===== config.mk =====
export PLATFORM = sky130hd
export DESIGN_NAME = garage_door_controller
export DESIGN_NICKNAME = d
export VERILOG_FILES = /design/src/rtl/garage_door_controller.sv
export SDC_FILE = /design/constraint.sdc
export NUM_CORES = 1
export LEC_CHECK = 0
export ABC_AREA = 1
export CAP_MARGIN = 15
export CORE_MARGIN = 10
export CORE_UTILIZATION = 52
export DETAILED_ROUTE_END_ITERATION = 10
export GPL_TIMING_DRIVEN = 0
export HOLD_SLACK_MARGIN = 0.05
export PLACE_DENSITY = 0.73
export SLEW_MARGIN = 40
export SYNTH_ARGS = -nofsm -noshare
export SYNTH_HDL_FRONTEND = slang
export SYNTH_SLANG_ARGS = --single-unit

===== constraint.sdc =====
create_clock -name clk -period 4.02 [get_ports clk]
set_input_delay 0.804 -clock clk [delete_from_list [all_inputs] [get_ports clk]]
set_output_delay 0.804 -clock clk [all_outputs]
set_load 0.05 [all_outputs]

===== src/rtl/garage_door_controller.sv =====
// Garage door motor sequencer: button merge, limit stop, obstruction
// auto-reverse, reversal dead time and travel-timeout fault latch.
module garage_door_controller #(
  parameter int TIMEOUT_CYCLES  = 1000,
  parameter int DEADTIME_CYCLES = 16,
  parameter int CNT_W           = 16
) (
  input  logic       clk,
  input  logic       rst,
  input  logic       activate,
  input  logic       inside_up_button,
  input  logic       outside_up_button,
  input  logic       inside_down_button,
  input  logic       outside_down_button,
  input  logic       up_limit,
  input  logic       down_limit,
  input  logic       obstruction,
  output logic       motor_up,
  output logic       motor_down,
  output logic [2:0] door_state,
  output logic       fault
);

  typedef enum logic [2:0] {
    STOPPED  = 3'd0,
    OPENING  = 3'd1,
    CLOSING  = 3'd2,
    OPEN     = 3'd3,
    CLOSED   = 3'd4,
    DEADTIME = 3'd5,
    FAULT    = 3'd6
  } state_t;

  localparam logic [CNT_W-1:0] TO_LAST = CNT_W'(TIMEOUT_CYCLES - 1);
  localparam logic [CNT_W-1:0] DT_LAST = CNT_W'(DEADTIME_CYCLES - 1);
  localparam logic [CNT_W-1:0] CNT_MAX = '1;

  state_t           state;
  state_t           nxt;
  logic             pend_dir;
  logic             nxt_pend;
  logic [CNT_W-1:0] cnt;
  logic             up_req;
  logic             down_req;
  logic             stop;
  logic             timing;

  assign up_req   = activate & (inside_up_button | outside_up_button);
  assign down_req = activate & (inside_down_button | outside_down_button);
  assign stop     = !activate | (up_req & down_req);
  assign timing   = (state == OPENING) | (state == CLOSING) |
                    (state == DEADTIME);

  always_comb begin
    nxt      = state;
    nxt_pend = pend_dir;
    // Both limits at once means a broken sensor: latch a fault.
    if (state != FAULT && up_limit && down_limit) begin
      nxt = FAULT;
    end else begin
      case (state)
        STOPPED, OPEN, CLOSED: begin
          if (stop)
            nxt = STOPPED;
          else if (up_req && !up_limit)
            nxt = OPENING;
          else if (down_req && !down_limit && !obstruction)
            nxt = CLOSING;
          else if (up_limit)
            nxt = OPEN;
          else if (down_limit)
            nxt = CLOSED;
          else
            nxt = STOPPED;
        end
        OPENING: begin
          if (stop)
            nxt = STOPPED;
          else if (up_limit)
            nxt = OPEN;
          else if (cnt == TO_LAST)
            nxt = FAULT;
          else if (down_req) begin
            nxt      = DEADTIME;
            nxt_pend = 1'b1;
          end
        end
        CLOSING: begin
          if (stop)
            nxt = STOPPED;
          else if (down_limit)
            nxt = CLOSED;
          else if (obstruction) begin
            nxt      = DEADTIME;
            nxt_pend = 1'b0;
          end else if (cnt == TO_LAST)
            nxt = FAULT;
          else if (up_req) begin
            nxt      = DEADTIME;
            nxt_pend = 1'b0;
          end
        end
        DEADTIME: begin
          if (stop)
            nxt = STOPPED;
          else if (cnt == DT_LAST) begin
            if (!pend_dir)
              nxt = OPENING;
            else if (!obstruction)
              nxt = CLOSING;
            else
              nxt = STOPPED;
          end
        end
        FAULT: begin
          if (!activate)
            nxt = STOPPED;
        end
        default: nxt = STOPPED;
      endcase
    end
  end

  always_ff @(posedge clk or posedge rst) begin
    if (rst) begin
      state      <= STOPPED;
      pend_dir   <= 1'b0;
      cnt        <= '0;
      motor_up   <= 1'b0;
      motor_down <= 1'b0;
      door_state <= 3'd0;
      fault      <= 1'b0;
    end else begin
      state    <= nxt;
      pend_dir <= nxt_pend;
      if (nxt != state)
        cnt <= '0;
      else if (timing && cnt != CNT_MAX)
        cnt <= cnt + 1'b1;
      // Outputs decode the next state so they line up with it.
      motor_up   <= (nxt == OPENING);
      motor_down <= (nxt == CLOSING);
      door_state <= nxt;
      fault      <= (nxt == FAULT);
    end
  end

endmodule

# Yosys cells after proc, flatten, opt, wreduce, memory -nomap -nowiden

Index checks and enable logic that the tools add are counted.

Add/subtract/negate cells: 1
Eq/ne operators: 22
Muxes and demuxes: 33
Bitwise gates (word level): 9
Reduce and logical (&&, ||, !) cells: 15

Operators by type and width:

| cell                  | number |
|---|---|
| $mux 3                | 18 |
| $mux 16               | 2 |
| $add 16x1->16 const B | 1 |
| $eq 16x10->1 const B  | 1 |
| $eq 16x4->1 const B   | 1 |
| $ne 16x16->1 const B  | 1 |
| $pmux 3 s5            | 1 |
| $eq 3x3->1 const B    | 4 |
| $ne 2x2->1 const B    | 6 |
| $reduce_and 10->1     | 1 |
| $eq 3x2->1 const B    | 3 |
| $mux 1                | 9 |
| $ne 3x3->1 const B    | 3 |
| $eq 3x1->1 const B    | 2 |
| $logic_and 1x1->1     | 6 |
| $or 1x1->1            | 5 |
| $logic_not 1->1       | 4 |
| $mux 2                | 2 |
| $reduce_bool 2->1     | 2 |
| $and 1x1->1           | 3 |
| $logic_not 3->1       | 1 |
| $ne 3x3->1            | 1 |
| $reduce_or 3->1       | 1 |
| $pmux 1 s2            | 1 |
| $not 1->1             | 1 |

Register bits: 23
Input bits: 10
Output and inout bits: 6
Logic and storage cells: 86

# Depth between registers and ports, before layout

Word-level depth: 11
Gate-level depth with buffers: 18
Depth with buffers taken out: 17

# Worst setup path before layout

OpenSTA, ideal clock, no wires.

Kind: input to register
Start: input outside_up_button
End: register cnt[0]
Setup time: 0.124 ns
Arrival time: 2.037 ns
Path slack: 1.859 ns
Cell stages on the path: 13
Path buffers: 1
Cells stage by stage: o21ai_0 -> nand2_1 -> nand2_2 -> nor2_4 -> inv_2 -> nand3_2 -> o21ai_2 -> nand2_1 -> nand2_2 -> nor2_4 -> nand2_4 -> buf_12 -> nor2_4

Longest elaborated chain between the ends: 11
Elaborated cells between the ends (all ways): 19

RTL lines:

| what                                                | RTL line | RTL |
|---|---|---|
| start, declared                                     | 12       | `input logic outside_up_button,` |
| $or 1x1->1 (*)                                      | 48       | `assign up_req = activate & (inside_up_button \| outside_up_button);` |
| $and 1x1->1 (*)                                     | 48       |  |
| $mux 3                                              | 98       | `else if (up_req) begin` |
| $mux 3                                              | 96       | `end else if (cnt == TO_LAST)` |
| $mux 3                                              | 93       | `else if (obstruction) begin` |
| $mux 3                                              | 91       | `else if (down_limit)` |
| $mux 3                                              | 89       | `if (stop)` |
| $pmux 3 s5 (*)                                      | 61       | `case (state)` |
| $mux 3 (*)                                          | 58       | `if (state != FAULT && up_limit && down_limit) begin` |
| $ne 3x3->1 (*)                                      | 136      | `if (nxt != state)` |
| $mux 16 / $reduce_bool 2->1 (equally long branches) | n/a      |  |
| end signal, assigned                                | 139      | `cnt <= cnt + 1'b1;` |
| end, declared                                       | 42       | `logic [CNT_W-1:0] cnt;` |

Mark *: on every way between the ends. The rest lies on a longest branch, timed or not.
A chain may end at the register's enable or synchronous reset.

==> metrics.md <==
| Metric | Value |
|---|---|
| Worst-Margin Slew | `0.509 ns` |
| Tot GR Track Use | `12.8%` |
| Final slew viol count | `0` |
| Synth cell types | `30` |
| CTS tree | `done` |
| Period minus WS final | `2.55 ns` |
| RSZ-0062 raised after global routing | `no` |
| CP Depth | `1` |
| Final setup TNS | `0 ns` |
| Async SR Flop Fraction | `100%` |
| Final hold violations | `0` |
| Post-synthesis sequential area ratio | `31.8%` |
| Kind of critical path | `flip-flop to output pin` |
| Period utilization | `63.4%` |
| Most common cell after layout, fill and taps aside | `nand2_1` |
| Worst reg2reg path depth | `18` |
| IO Pins | `16` |
| Syn_nets | `264` |
| Crit path max-delay family | `buffers and inverters` |
| Overall Power | `0.000660 W` |
| Maximum clock insertion buffer count | `2` |
| Cell Chain, Critical Path | `clkdlybuf4s50_1` |
| Core area | `3360 um^2` |
| CP peak stage delay | `0.87 ns` |
| Post-synth top area share | `31.8%` |
| Nets | `284` |
| Die width | `79.0 um` |
| Number of antenna diodes | `0` |
| Number of synthesized flops with an enable pin | `0` |
| Top FF cell, synth | `dfrtp_1` |
| Synth warnings | `0` |
| Critical path launch point type | `flip-flop` |
| Max-Slew Margin vs Limit | `66.0%` |
| Initial Utilization | `53.9%` |
| Largest net degree at the start of global routing | `24` |
| CP endpoint kind | `output pin` |
| Mean cell area of the mapped netlist | `7.16 um^2` |
| Total grt overflow | `0` |
| Max VDD drop | `257 uV` |
| Worst EP arrival | `1.75 ns` |
| Register bit total from synthesis | `23` |
| Drt drc | `0` |
| Cell count after placement | `314` |
| First-pass GRT wire length | `6770 um` |
| Cts hold-fix bufs | `0` |
| Initial antenna violation count | `0` |
| Final setup vio count | `0` |
| CP max stage cell | `clkdlybuf4s50_1` |
| Final RePlAce weighted congestion | `0.908` |
| Layout Skew | `0.00302 ns` |
| Initial DRC Count | `62` |
| Routed len/inst | `11.8 um` |
| Clk_lat worst skew | `0.31 ns` |
| LEAKAGE | `0.977 nW` |
| Inserted Clock Buffers | `3` |
| Worst Hold Class | `flip-flop to flip-flop` |
| Area leader, netlist | `dfrtp_1` |
| CTS Root Cell | `clkbuf_4` |
| 1st-pass router iterations | `4` |
| Status | `complete, no violations` |
| Syn-to-layout area delta | `13.0%` |
| Filler instances | `346` |
| Crit path max fanout | `8` |
| Setup bufs post-CTS | `0` |
| Max Cap Violations | `0` |
| Final WL | `3740 um` |
| Peak Freq | `0.392 GHz` |
| Vias per cell | `5.01` |
| Cells after Synth | `253` |
| Critical Path RT | `3.22 ns` |
| Via count | `1,593` |
| Final core occ | `60.9%` |
| Commonest cells after routing, fill and taps aside | `nand2_1 (61), nor2_1 (36), inv_1 (31), dfrtp_1 (23)` |
| I/O Buffers | `15` |
| Share of layout cells above drive strength 1 | `16.9%` |
| Clock sink count | `23` |
| Clk slew on worst S/H paths | `0.13 ns` |
| Top post-synthesis cells by area | `dfrtp_1 (32%), nand2_1 (13%), nor2_4 (8.7%)` |
| WHS Path Cells | `2` |
| Pwr dens | `322 nW/um^2` |
| Vias in the first global route | `1,531` |
| Placement row count | `21` |
| Worst path bufs/invs | `1` |
| Clock H-tree levels | `1` |
| Hpwl dp | `2990 um` |
| Antenna Nets Post-Route | `0` |
| Resized Gates After CTS | `0` |
| Die Footprint | `6240 um^2` |
| DIE HEIGHT | `79.0 um` |
| Fin cells | `318` |
| Synthesized cell area | `1810 um^2` |
stage by stage:
step           hold WS [ns]  setup slack [ns]  area (um^2)
4_1_cts               0.560              1.46         2050
3_5_place_dp          0.527              1.15         2020
6_report              0.549              1.47         2050
3_3_place_gp          0.517              1.17         2020
2_1_floorplan         0.475              1.86         1810
5_1_grt               0.571              1.33         2050
sequential cells by signal, indices dropped and copies added, names as in the netlist:
signal and cells:
cnt 16, state 3, fault 1, motor_down 1, motor_up 1, pend_dir 1
routing by layer:
layer	vias to the layer above	GRT usage, %	part of all wire, %
li1	826	-	-
met1	725	15.6	45
met2	34	21.0	48
met3	8	3.83	4.9
met4	0	4.12	2.0
met5	-	0	0
synthesized netlist by cell type, types with 2 or more instances:
library cell	number
nand2_1	61
nor2_1	36
inv_1	32
dfrtp_1	23
nand3_1	15
nor2_4	14
xor2_1	13
nand2_2	12
nor3_1	9
a21oi_1	6
nand4_1	5
inv_2	4
o21ai_0	4
nand3_2	2
nor2_2	2
layout make-up:
cell class	instances	area [um^2]	area share (%)
timing repair buffer	15	150	7.33
clock inverter	1	5.00	0.244
clock buffer	3	22.5	1.10
buffer	2	25.0	1.22
inverter	36	135	6.60
sequential	23	576	28.1
tap	46	57.6	2.81
multi-input combinational	192	1080	52.6
power by group:
group	total (W)	internal, W	switching, W
clock network	0.000109	0.0000372	0.0000715
logic	0.000281	0.0000946	0.000187
registers	0.000270	0.000248	0.0000219
total	0.000660	0.000380	0.000280
logic make-up (layout without fill, tap and decap cells):
family,Yosys count,after routing,synth area share [%]
flops,23,23,31.8
fa+ha+maj,1,1,0.690
xor+xnor,14,14,6.77
simple gates,161,161,46.0
compound gates,16,16,5.94
buf+inv,38,57,8.84
path summary, 6_finish.rpt:
check | slack [ns] | endpoint | from
setup / recovery | 1.47 | door_state[1] | state[1]$_DFF_PP0_
hold / removal | 0.55 | pend_dir$_DFFE_PP0P_ | pend_dir$_DFFE_PP0P_
setup reg to reg | 1.85 | cnt[4]$_DFFE_PP0P_ | cnt[0]$_DFFE_PP0P_
hold reg to reg | 0.55 | pend_dir$_DFFE_PP0P_ | pend_dir$_DFFE_PP0P_
max in group asynchronous | 2.87 | cnt[5]$_DFFE_PP0P_ | rst
min in group asynchronous | 0.82 | fault$_DFF_PP0_ | rst
No activity file was read; power rests on OpenSTA's default activity.
